==> src/rtl/fifo_wr_arb_pkg.sv <==
// Shared state encoding, default word width and width helper for the FIFO write arbiter.
package fifo_pkg;

  typedef enum logic {
    IDLE  = 1'b0,
    GRANT = 1'b1
  } arb_state_e;

  localparam int DATAWIDTH = 8;

  // Ceiling log2; returns 0 for values of 1 or less.
  function automatic int clog2(input int value);
    int w;
    w = 0;
    while ((1 << w) < value) begin
      w = w + 1;
    end
    return w;
  endfunction

endpackage

==> src/rtl/fifo_wr_arb_if.sv <==
// Requester and FIFO write-side signals of the arbiter; master is the arbiter side.
interface fifo_wr_arb_if
  import fifo_pkg::*;
#(
  parameter int NREQ       = 4,
  parameter int DATAWIDTH  = fifo_pkg::DATAWIDTH,
  parameter int OWNERWIDTH = clog2(NREQ)
);

  logic [NREQ-1:0]           req;
  logic [NREQ*DATAWIDTH-1:0] req_data;
  logic [NREQ-1:0]           gnt;
  logic [NREQ-1:0]           ack;
  logic                      fifo_full;
  logic                      fifo_wr_en;
  logic [DATAWIDTH-1:0]      fifo_data_in;
  logic [OWNERWIDTH-1:0]     owner;
  logic                      busy;

  modport master (
    input  req, req_data, fifo_full,
    output gnt, ack, fifo_wr_en, fifo_data_in, owner, busy
  );

  modport slave (
    output req, req_data, fifo_full,
    input  gnt, ack, fifo_wr_en, fifo_data_in, owner, busy
  );

endinterface

==> src/rtl/fifo_rr_pick.sv <==
// Combinational round-robin picker: first set request at or above ptr, wrapping modulo NREQ.
module fifo_rr_pick
  import fifo_pkg::*;
#(
  parameter int NREQ       = 4,
  parameter int OWNERWIDTH = clog2(NREQ)
) (
  input  logic [NREQ-1:0]       req_i,
  input  logic [OWNERWIDTH-1:0] ptr_i,
  output logic                  valid_o,
  output logic [OWNERWIDTH-1:0] idx_o
);

  logic [NREQ-1:0] rot;
  int              off;
  int              sum;

  // Rotate so bit 0 is the requester at ptr; shifting by NREQ yields zero when ptr is 0.
  assign rot = (req_i >> ptr_i) | (req_i << (NREQ - int'(ptr_i)));

  always_comb begin
    off = 0;
    for (int i = NREQ - 1; i >= 0; i--) begin
      if (rot[i]) begin
        off = i;
      end
    end
  end

  always_comb begin
    sum = int'(ptr_i) + off;
    if (sum >= NREQ) begin
      sum = sum - NREQ;
    end
  end

  assign valid_o = |req_i;
  assign idx_o   = OWNERWIDTH'(sum);

endmodule

==> src/rtl/fifo_wr_arb.sv <==
// Round-robin owner of one FIFO write port; grants bursts of up to MAX_BURST words.
// Grant one edge after request, one word per cycle, one idle bubble between owners; stalls on fifo_full.
module fifo_wr_arb
  import fifo_pkg::*;
#(
  parameter int NREQ       = 4,
  parameter int DATAWIDTH  = fifo_pkg::DATAWIDTH,
  parameter int MAX_BURST  = 4,
  parameter int OWNERWIDTH = clog2(NREQ),
  parameter int BURSTWIDTH = clog2(MAX_BURST + 1)
) (
  input  logic          clk,
  input  logic          rst,
  fifo_wr_arb_if.master bus
);

  arb_state_e            state_q, state_d;
  logic [OWNERWIDTH-1:0] owner_q, owner_d;
  logic [OWNERWIDTH-1:0] ptr_q, ptr_d;
  logic [BURSTWIDTH-1:0] cnt_q, cnt_d;
  logic [NREQ-1:0]       gnt_q, gnt_d;
  logic [NREQ-1:0]       ack_d;
  logic [DATAWIDTH-1:0]  data_d;
  logic                  pick_vld;
  logic [OWNERWIDTH-1:0] pick_idx;
  logic                  beat, last_beat;

  fifo_rr_pick #(
    .NREQ       (NREQ),
    .OWNERWIDTH (OWNERWIDTH)
  ) u_pick (
    .req_i   (bus.req),
    .ptr_i   (ptr_q),
    .valid_o (pick_vld),
    .idx_o   (pick_idx)
  );

  assign beat      = (state_q == GRANT) && bus.req[owner_q] && !bus.fifo_full;
  assign last_beat = beat && (cnt_q == BURSTWIDTH'(MAX_BURST - 1));

  always_comb begin
    state_d = state_q;
    owner_d = owner_q;
    ptr_d   = ptr_q;
    cnt_d   = cnt_q;
    gnt_d   = gnt_q;
    case (state_q)
      IDLE: begin
        if (pick_vld) begin
          state_d = GRANT;
          owner_d = pick_idx;
          gnt_d   = NREQ'(1) << pick_idx;
          cnt_d   = '0;
        end
      end
      GRANT: begin
        if (beat) begin
          cnt_d = cnt_q + 1'b1;
        end
        // A full FIFO alone never releases; only a capped burst or a dropped request does.
        if (last_beat || !bus.req[owner_q]) begin
          state_d = IDLE;
          gnt_d   = '0;
          cnt_d   = '0;
          ptr_d   = (owner_q == OWNERWIDTH'(NREQ - 1)) ? '0 : owner_q + 1'b1;
        end
      end
      default: state_d = IDLE;
    endcase
  end

  always_comb begin
    ack_d  = '0;
    data_d = '0;
    if (beat) begin
      ack_d = gnt_q;
      for (int i = 0; i < NREQ; i++) begin
        if (owner_q == OWNERWIDTH'(i)) begin
          data_d = bus.req_data[i*DATAWIDTH +: DATAWIDTH];
        end
      end
    end
  end

  always_ff @(posedge clk or posedge rst) begin
    if (rst) begin
      state_q <= IDLE;
      owner_q <= '0;
      ptr_q   <= '0;
      cnt_q   <= '0;
      gnt_q   <= '0;
    end else begin
      state_q <= state_d;
      owner_q <= owner_d;
      ptr_q   <= ptr_d;
      cnt_q   <= cnt_d;
      gnt_q   <= gnt_d;
    end
  end

  assign bus.gnt          = gnt_q;
  assign bus.ack          = ack_d;
  assign bus.fifo_wr_en   = beat;
  assign bus.fifo_data_in = data_d;
  assign bus.owner        = owner_q;
  assign bus.busy         = (state_q == GRANT);

endmodule

==> src/flat_wrapper.sv <==
// flat-port wrapper written by rule: the top's interface ports become plain ports
module fifo_wr_arb_flat import fifo_pkg::*;
#(
  parameter int NREQ       = 4,
  parameter int DATAWIDTH  = fifo_pkg::DATAWIDTH,
  parameter int MAX_BURST  = 4,
  parameter int OWNERWIDTH = clog2(NREQ),
  parameter int BURSTWIDTH = clog2(MAX_BURST + 1)
)
  (clk, rst, bus_req, bus_req_data, bus_fifo_full, bus_gnt, bus_ack, bus_fifo_wr_en, bus_fifo_data_in, bus_owner, bus_busy);
  fifo_wr_arb_if #(.NREQ(NREQ), .DATAWIDTH(DATAWIDTH), .OWNERWIDTH(OWNERWIDTH)) bus_i ();
  input  logic clk;
  input  logic rst;
  input wire logic [$bits(bus_i.req)-1:0] bus_req;
  input wire logic [$bits(bus_i.req_data)-1:0] bus_req_data;
  input wire logic [$bits(bus_i.fifo_full)-1:0] bus_fifo_full;
  output wire logic [$bits(bus_i.gnt)-1:0] bus_gnt;
  output wire logic [$bits(bus_i.ack)-1:0] bus_ack;
  output wire logic [$bits(bus_i.fifo_wr_en)-1:0] bus_fifo_wr_en;
  output wire logic [$bits(bus_i.fifo_data_in)-1:0] bus_fifo_data_in;
  output wire logic [$bits(bus_i.owner)-1:0] bus_owner;
  output wire logic [$bits(bus_i.busy)-1:0] bus_busy;
  assign bus_i.req = bus_req;
  assign bus_i.req_data = bus_req_data;
  assign bus_i.fifo_full = bus_fifo_full;
  assign bus_gnt = bus_i.gnt;
  assign bus_ack = bus_i.ack;
  assign bus_fifo_wr_en = bus_i.fifo_wr_en;
  assign bus_fifo_data_in = bus_i.fifo_data_in;
  assign bus_owner = bus_i.owner;
  assign bus_busy = bus_i.busy;
  fifo_wr_arb #(.NREQ(NREQ), .DATAWIDTH(DATAWIDTH), .MAX_BURST(MAX_BURST), .OWNERWIDTH(OWNERWIDTH), .BURSTWIDTH(BURSTWIDTH)) u_core (.clk(clk), .rst(rst), .bus(bus_i));
endmodule
==> config.mk <==
export PLATFORM = sky130hd
export DESIGN_NAME = fifo_wr_arb_flat
export DESIGN_NICKNAME = d
export VERILOG_FILES = /design/src/rtl/fifo_wr_arb_pkg.sv /design/src/rtl/fifo_wr_arb_if.sv /design/src/rtl/fifo_rr_pick.sv /design/src/rtl/fifo_wr_arb.sv /design/src/flat_wrapper.sv
export SDC_FILE = /design/constraint.sdc
export NUM_CORES = 1
export LEC_CHECK = 0
export ABC_AREA = 1
export BUFFER_PORTS_ARGS = -buffer_cell sky130_fd_sc_hd__buf_2
export CAP_MARGIN = 20
export CORE_UTILIZATION = 40
export DETAILED_ROUTE_END_ITERATION = 8
export PLACE_DENSITY = 0.7
export SETUP_SLACK_MARGIN = 0.3
export SYNTH_ARGS = -nofsm -noshare
export SYNTH_HDL_FRONTEND = slang
export SYNTH_SLANG_ARGS = --single-unit
==> constraint.sdc <==
create_clock -name clk -period 4.9 [get_ports clk]
set_clock_uncertainty 0.2 [all_clocks]
set_input_delay 0.49 -clock clk [delete_from_list [all_inputs] [get_ports clk]]
set_output_delay 0.49 -clock clk [all_outputs]
set_load 0.005 [all_outputs]
# After elaboration in Yosys (flattened, before gate mapping)
# Cells that the tools add are included.
[classes]
addsub = 5
multipliers = 0
n_div = 0
order_cmp = 2
eq_ne = 7
shift = 3
muxes = 24
bitwise_logic = 2
n_reduce_logical = 12
[ops]
columns = ["op", "n"]
rows = [
  ["32-bit 2-to-1 mux", 3],
  ["8-bit 2-to-1 mux", 5],
  ["3-bit by 32-bit adder with 32-bit output", 1],
  ["32-bit by 4-bit >= comparator with 1-bit output, second input constant", 1],
  ["4-bit by 32-bit << shifter with 4-bit output", 1],
  ["4-bit 2-to-1 mux", 3],
  ["3-bit 2-to-1 mux", 3],
  ["4-bit one-hot mux with 2 select lines", 1],
  ["2-bit AND reduction", 4],
  ["2-bit 2-to-1 mux", 3],
  ["3-bit one-hot mux with 2 select lines", 1],
  ["2-bit == test, second input constant", 2],
  ["4-bit bitwise OR", 1],
  ["4-bit OR reduction", 1],
  ["1-bit by 2-bit << shifter with 4-bit output, first input constant", 1],
  ["4-bit by 2-bit right shift with 4-bit output", 1],
  ["3-bit by 2-bit subtractor with 4-bit output, first input constant", 1],
  ["3-bit by 1-bit adder with 3-bit output, second input constant", 1],
  ["3-bit by 2-bit == test with 1-bit output, second input constant", 1],
  ["1-bit logical AND", 3],
  ["2-bit by 3-bit less-than comparator with 1-bit output, second input constant", 1],
  ["1-bit 2-to-1 mux", 3],
  ["3-bit != test, second input constant", 1],
  ["2-bit by 1-bit adder with 2-bit output, second input constant", 1],
  ["other kinds (10)", 11],
]
[word_totals]
register_bits = 12
latchBits = 0
ram_bits = 0
mem_bits_ro = 0
input_bits = 39
elab_cells = 60
n_memories = 0

# Logic depth before layout (Yosys ltp)
# Gate-level depths: netlist (run 1).
[depth]
depth_word = 13
depth_mapped = 16
depth_no_buf = 16

# By module
# From an unflattened synthesis (run 1), not the netlist that was laid out.
[unflattened]
cells_unflattened = 202
hier_area_um2 = 1315.0
[by_module_without_submodules]
columns = ["mod", "instances", "cells_per_inst", "area_per_inst_um2", "seq_area_each_um2"]
rows = [
  ["fifo_wr_arb", 1, 151, 1069.8, 300.3],
  ["fifo_rr_pick", 1, 51, 245.2, 0.0],
]

# Worst setup path after synthesis (run 1)
# Ideal clock, no wire load.
[synth_timing]
kind = "reg2reg"
start = "reg u_core.ptr_q[0]"
end = "reg u_core.gnt_q[2] (netlist: u_core.bus.gnt[2])"
setup_time_ns = 0.116
arrival_ns = 2.110
required_time_ns = 4.584
slack_ns = 2.473
path_stages_with_launch = 15
n_path_buf = 0
cell_sequence = "dfrtp_1 > inv_2 > ha_1 > nor2_2 > inv_1 > a21oi_4 > o21ai_1 > a21oi_1 > ha_1 > xor2_1 > inv_1 > nand3_2 > nand2_2 > nand2_1 > nand2_1"
[synth_via]
elab_chain_len = 13
[synth_rtl]
columns = ["element", "line", "text"]
rows = [
  ["from (decl)", "fifo_wr_arb.sv:19", "logic [OWNERWIDTH-1:0] ptr_q, ptr_d;"],
  ["from (signal assigned)", "fifo_wr_arb.sv:95", "ptr_q <= ptr_d;"],
  ["3-bit by 2-bit subtractor with 4-bit output", "fifo_rr_pick.sv:19", "assign rot = (req_i >> ptr_i) | (req_i << (NREQ - int'(ptr_i)));"],
  ["4-bit by 32-bit << shifter with 4-bit output", "fifo_rr_pick.sv:19", ""],
  ["4-bit bitwise OR", "fifo_rr_pick.sv:19", ""],
  ["2-bit 2-to-1 mux", "fifo_rr_pick.sv:24", "if (rot[i]) begin"],
  ["32-bit 2-to-1 mux (3 in a row)", "fifo_rr_pick.sv:24", ""],
  ["3-bit by 32-bit adder with 32-bit output (*)", "fifo_rr_pick.sv:31", "sum = int'(ptr_i) + off;"],
  ["32-bit by 4-bit >= comparator with 1-bit output or 2-bit by 1-bit subtractor with 2-bit output (tied branches)", "fifo_rr_pick.sv:32, fifo_rr_pick.sv:33", ""],
  ["2-bit 2-to-1 mux (*)", "fifo_rr_pick.sv:32", "if (sum >= NREQ) begin"],
  ["1-bit by 2-bit << shifter with 4-bit output (*)", "fifo_wr_arb.sv:52", "gnt_d = NREQ'(1) << pick_idx;"],
  ["4-bit 2-to-1 mux (*)", "fifo_wr_arb.sv:49", "if (pick_vld) begin"],
  ["4-bit one-hot mux with 2 select lines (*)", "fifo_wr_arb.sv:47", "case (state_q)"],
  ["to (signal assigned)", "fifo_wr_arb.sv:97", "gnt_q <= gnt_d;"],
  ["to (decl)", "fifo_wr_arb.sv:21", "logic [NREQ-1:0] gnt_q, gnt_d;"],
]
# Every way passes the cells marked *; elsewhere a longest branch is shown, timed or not. The select of a mux whose other input is x is not followed.
# A chain may end at the register's enable or synchronous reset.

# Final worst setup path (run 1)
[layout_timing]
start = "reg u_core.owner_q[1] (netlist: u_core.bus.owner[1])"
end = "out bus_fifo_data_in[3]"
[layout_via]
elab_chain_len = 6
[layout_rtl]
columns = ["element", "line", "text"]
rows = [
  ["from (decl)", "fifo_wr_arb.sv:18", "logic [OWNERWIDTH-1:0] owner_q, owner_d;"],
  ["from (signal assigned)", "fifo_wr_arb.sv:94", "owner_q <= owner_d;"],
  ["2-bit zero test", "fifo_wr_arb.sv:78", "if (owner_q == OWNERWIDTH'(i)) begin"],
  ["8-bit 2-to-1 mux (4 in a row)", "fifo_wr_arb.sv:78", ""],
  ["8-bit 2-to-1 mux (*)", "fifo_wr_arb.sv:75", "if (beat) begin"],
  ["to (decl)", "flat_wrapper.sv:20", "output wire logic [$bits(bus_i.fifo_data_in)-1:0] bus_fifo_data_in;"],
]
# Marked as above.

==> out/metrics.cfg, run 1 <==
[run_status]
status=completed

[place]
dp_hpwl_um=2450
routabilityCongestion=0.890
post-place-cells=295
pre_cts_ws_ps=2290
io_buffers=58
place_area_um2=1580

[synth]
synth_top_area_share=0.239
synth_top_area_cell=dfrtp_1
synth_area_leaders=dfrtp_1 (24%), nand2_1 (20%), ha_1 (8.0%)
ys_seq_area_frac=0.239
yosysWarnings=0
syn_area_per_cell_um2=6.29
synth_fp_nets=247
synthCells=200
yosysUniqueCellTypes=22
synth-seq-cells=12
netlist_area_um2=1260

[clocking]
cts.sinks=12
cts_tree=built
numCtsBuffers=3
cts_resized=0
insertion_delay_ps=270
clock_path_buffers=2
clkSlewWorstSetupHoldPaths_ps=70
cts_root_buffer=clkbuf_4
htree_levels=1
postCtsSetupBuffers=0
postCtsHoldBufs=0

[layout]
layout.cells.non_filler=298
fin_util=0.558
drive_gt1_frac=0.328
antennaDiodeCount=0
fin_area_um2=1600
nets=305
synthToLayoutAreaGrowth_pct=27.4
layout_common_cells=nand2_1 (66), buf_2 (58), inv_1 (26)
final_common_cell=nand2_1

[hold_path]
hp-class=input pin to async pin

[worst_setup_path]
r2r-start=u_core.ptr_q[0]$_DFFE_PP0P_
worst_ep_arrival_time_ps=1980
rrSetupSlack_ps=2260
worst_r2r_endpoint=u_core.bus.gnt[3]$_DFFE_PP0P_
rr_worst_depth=14
critPathLaunchType=flip-flop
crit_type=flip-flop to output port
cp_max_fo=14
cp-end-kind=output port
required_ps=4210

[power_and_ir_drop]
clkPwrFrac=0.064
ir_worst_vdd_mv=0.316
combinationalPowerShare=0.742
power_leakage_nw=0.946
p_per_area_nw_per_um2=579
p_int_uw=422
total_power_uw=929
swShare=0.545
seqPwrFrac=0.194
switchingPower_uw=506

[sta]
slew_viol_final=0
fin_setup_tns_ps=0
whs_ps=2.20
fin_ws_ps=2230
finalHoldViolCount=0
rsz0062_at_grt=no
max_freq_mhz=374
fin_crit_sh=0.545
finalSetupViolCount=0
relSlewSlack=0.667
worst_slew_pin_slew_ps=498
fin_crit_ps=2670

[flow_run]
drv_cap=0

[floorplanning]
rows=19
ios=59
core-area_um2=2880
die-height_um=58.1
die_x_um=58.1
initial_core_util=0.438
die_area_um2=3380

[drt]
wl_um=3020
drtIter0Drc=117
vias=1411
routedWlPerCell_um=10.1
firstDrtPassIters=4
via_per_inst=4.73
drc=0
ant_nets=0

[grt]
grt_max_degree=15
grt_pass1_vias=1244
overflow=0
antenna_found_initial=0
grt_first_pass_wirelength_um=5210
grt_usage=0.193

worst max-delay path: stages, from the launching register on:
cell and delay (ps):
dfrtp_1 440, inv_1 100, ha_1 220, inv_1 290
nand3_1 110, nand2_1 80, o21ai_0 70, a211oi_1 230
buf_2 160
synth_stat cells, drive strengths merged:
cell,instances
a211oi,8
a21oi,13
buf,1
clkbuf,4
dfrtp,12
ha,8
inv,28
nand2,79
nand3,11
nor2,22
nor4,1
o211ai,6
o21ai,5
o31ai,1
xor2,1
per-layer routing:
metal	GRT usage	up-vias	wire length [um]
met1	0.247	606	1440
li1	-	752	-
met3	0.0201	4	186
met5	0	-	0
met4	0.0612	0	12
met2	0.342	49	1390
state kept, by name, summed over array words and instances (netlist names):
register	flops
u_core.bus.busy	1
u_core.bus.gnt	4
u_core.ptr_q	2
u_core.cnt_q	3
u_core.bus.owner	2
layout make-up:
class                           instances  area, um2
Multi-Input combinational cell        155        833
Fill cell                             290       1270
Timing Repair Buffer                   58        290
Clock buffer                            3       22.5
Sequential cell                        12        300
Inverter                               28        105
Tap cell                               42       52.6
power by group through the flow:
stage | clock [mW] | combinational [mW] | sequential (mW)
floorplan | 0 | 0.536 | 0.177
global placement | 0 | 0.688 | 0.182
detailed placement | 0 | 0.694 | 0.182
CTS | 0.0628 | 0.696 | 0.181
global route | 0.0683 | 0.799 | 0.187
finish | 0.0591 | 0.689 | 0.181
kinds of logic after synthesis:
logic type / share of synthesized area
AOI/OAI and AO/OA: 0.170
xor gates and xnor gates: 0.00696
adders and majority gates: 0.0795
buffers and inverters: 0.0994
DFF: 0.239
and+or+nand+nor: 0.406
worst max path at each step:
stage,slack [ps],endpoint,cells past startpoint,from
after floorplan,2470,u_core.bus.gnt[2]$_DFFE_PP0P_,14,u_core.ptr_q[0]$_DFFE_PP0P_
after global placement,2350,u_core.bus.gnt[2]$_DFFE_PP0P_,14,u_core.ptr_q[0]$_DFFE_PP0P_
after detailed placement,2290,u_core.bus.gnt[3]$_DFFE_PP0P_,14,u_core.ptr_q[0]$_DFFE_PP0P_
after CTS,2210,bus_fifo_data_in[3],8,u_core.bus.owner[1]$_DFFE_PP0P_
after global routing,1980,bus_fifo_data_in[3],8,u_core.bus.owner[1]$_DFFE_PP0P_
final,2230,bus_fifo_data_in[3],8,u_core.bus.owner[1]$_DFFE_PP0P_
Power figures use the tool's default switching activity.
==> inputs of run 2 (changes only) <==
- clock period: 4.9 -> 2.51 ns (I/O delays scaled with it)
==> out/metrics.cfg, run 2 (synthesis gave the netlist of run 1 again) <==
[drt]
vias=1553  ; was 1411
drc=0  ; unchanged
ant_nets=0  ; unchanged
routedWlPerCell_um=11.3  ; was 10.1 um
wl_um=3580  ; was 3020 um
drtIter0Drc=57  ; was 117
via_per_inst=4.91  ; was 4.73
firstDrtPassIters=4  ; unchanged

[worst_setup_path]
worst_r2r_endpoint=u_core.bus.gnt[1]$_DFFE_PP0P_  ; was u_core.bus.gnt[3]$_DFFE_PP0P_
required_ps=2530  ; was 4210 ps
critPathLaunchType=flip-flop  ; unchanged
r2r-start=u_core.ptr_q[0]$_DFFE_PP0P_  ; unchanged
cp_max_fo=3  ; was 14
worst_ep_arrival_time_ps=2260  ; was 1980 ps
rr_worst_depth=14  ; unchanged
rrSetupSlack_ps=270  ; was 2260 ps
cp-end-kind=flip-flop  ; was output port
crit_type=flip-flop to flip-flop  ; was flip-flop to output port

[power_and_ir_drop]
p_per_area_nw_per_um2=1260  ; was 579 nW/um2
ir_worst_vdd_mv=0.700  ; was 0.316 mV
power_leakage_nw=1.05  ; was 0.946 nW

[sta]
finalHoldViolCount=0  ; unchanged
slew_viol_final=0  ; unchanged
fin_crit_sh=0.894
max_freq_mhz=446
whs_ps=84.3  ; was 2.20 ps
fin_crit_ps=2240
fin_setup_tns_ps=0  ; unchanged
rsz0062_at_grt=yes  ; was no
relSlewSlack=0.681  ; was 0.667
worst_slew_pin_slew_ps=477  ; was 498 ps
finalSetupViolCount=0  ; unchanged

[clocking]
clock_path_buffers=2  ; unchanged
clkSlewWorstSetupHoldPaths_ps=80  ; was 70 ps
cts_tree=built  ; unchanged
insertion_delay_ps=270  ; about the same
htree_levels=1  ; unchanged
cts_root_buffer=clkbuf_4  ; unchanged
cts.sinks=12  ; unchanged
numCtsBuffers=3  ; unchanged

[layout]
nets=322  ; was 305
layout_common_cells=nand2_1 (60), buf_2 (58), inv_1 (19)  ; was nand2_1 (66), buf_2 (58), inv_1 (26)
antennaDiodeCount=0  ; unchanged
synthToLayoutAreaGrowth_pct=52.8  ; was 27.4%
largest_reg_flops=4  ; unchanged
final_common_cell=nand2_1  ; unchanged
drive_gt1_frac=0.489  ; was 0.328

[hold_path]
whs_path_depth=3
min-delay-start=bus_fifo_full
hp-class=input pin to flip-flop  ; was input pin to async pin
min_to=u_core.bus.busy$_DFF_PP0_

[floorplanning]
die_x_um=58.1  ; unchanged
rows=19  ; unchanged
die_area_um2=3380  ; unchanged
core-area_um2=2880  ; unchanged
die-height_um=58.1  ; unchanged
ios=59  ; unchanged
initial_core_util=0.438  ; unchanged

[grt]
grt_first_pass_wirelength_um=5220  ; was 5210 um
grt_pass1_vias=1255  ; was 1244
antenna_found_initial=0  ; unchanged
grt_usage=0.193  ; about the same
overflow=0  ; unchanged
grt_max_degree=15  ; unchanged

[place]
dp_hpwl_um=2480  ; was 2450 um
routabilityCongestion=0.860  ; was 0.890
io_buffers=58  ; unchanged

[flow_run]
drv_cap=0  ; unchanged

[run_status]
status=completed  ; unchanged

## run 2: layer usage
| metal | global-route usage | vias up | share of wire |
|---|---|---|---|
| met3 | 0.0379 | 4 | 0.069 |
| met4 | 0.0340 | 0 | 0.0087 |
| met5 | 0 | - | 0 |
| met1 | 0.255 | 690 | 0.44 |
| met2 | 0.332 | 71 | 0.49 |
| li1 | - | 788 | - |
## run 2: layout make-up
| cell class | count | area (um2) |
|---|---|---|
| Multi-Input combinational cell | 156 | 981 |
| Fill cell | 264 | 953 |
| Timing Repair Buffer | 73 | 418 |
| Sequential cell | 12 | 305 |
| Inverter | 28 | 123 |
| Tap cell | 42 | 52.6 |
| Clock buffer | 4 | 36.3 |
| Timing Repair inverter | 1 | 7.51 |
## run 2: worst max path at each step
stage	start	endpoint	slack, ps	cells past startpoint
after global placement	u_core.ptr_q[0]$_DFFE_PP0P_	u_core.bus.gnt[2]$_DFFE_PP0P_	260	14
after global routing	u_core.ptr_q[0]$_DFFE_PP0P_	u_core.bus.gnt[2]$_DFFE_PP0P_	100	14
final	u_core.ptr_q[0]$_DFFE_PP0P_	u_core.bus.gnt[1]$_DFFE_PP0P_	270	14
after floorplan	u_core.ptr_q[0]$_DFFE_PP0P_	u_core.bus.gnt[2]$_DFFE_PP0P_	290	14
after CTS	u_core.ptr_q[0]$_DFFE_PP0P_	u_core.bus.gnt[2]$_DFFE_PP0P_	290	16
after detailed placement	u_core.ptr_q[0]$_DFFE_PP0P_	u_core.bus.gnt[3]$_DFFE_PP0P_	220	14
## run 2: report_power, final
group,total [mW],internal [mW],switching [mW]
logic,1.91,0.814,1.09
clock network,0.155,0.0882,0.0666
registers,0.358,0.277,0.0806
## run 2: worst max-delay path, stage by stage (launching register included)
cell and delay [ps]:
dfrtp_2 440, inv_4 70, ha_4 210, nor2_4 140, inv_2 60, a21oi_4 130
o21ai_2 70, a21oi_2 130, ha_2 190, xor2_2 160, inv_1 70, nand3_2 80
buf_4 110, nand3_2 40, nand2_1 70
## run 2: stage by stage
step           cell area, um2  worst slack [ps]  instances   util  total power, mW
2_1_floorplan            1290               294        200      -             1.47
4_1_cts                  1730               290        306  0.602             2.07
3_5_place_dp             1630               217        297  0.567             1.81
3_3_place_gp             1630               264        297  0.567             1.80
5_1_grt                  1920               100        316  0.669             2.66
6_report                 1920               267        316  0.669             2.42
## run 2: what timing repair did
action                                  CTS  global route
cloned                                    0             2
setup buffers                             4             8
hold buffers                              1             0
endpoints found under the setup margin   17            14
pin swaps                                 8            18
gates resized for setup                  11            28
endpoints found under the hold margin    12             0
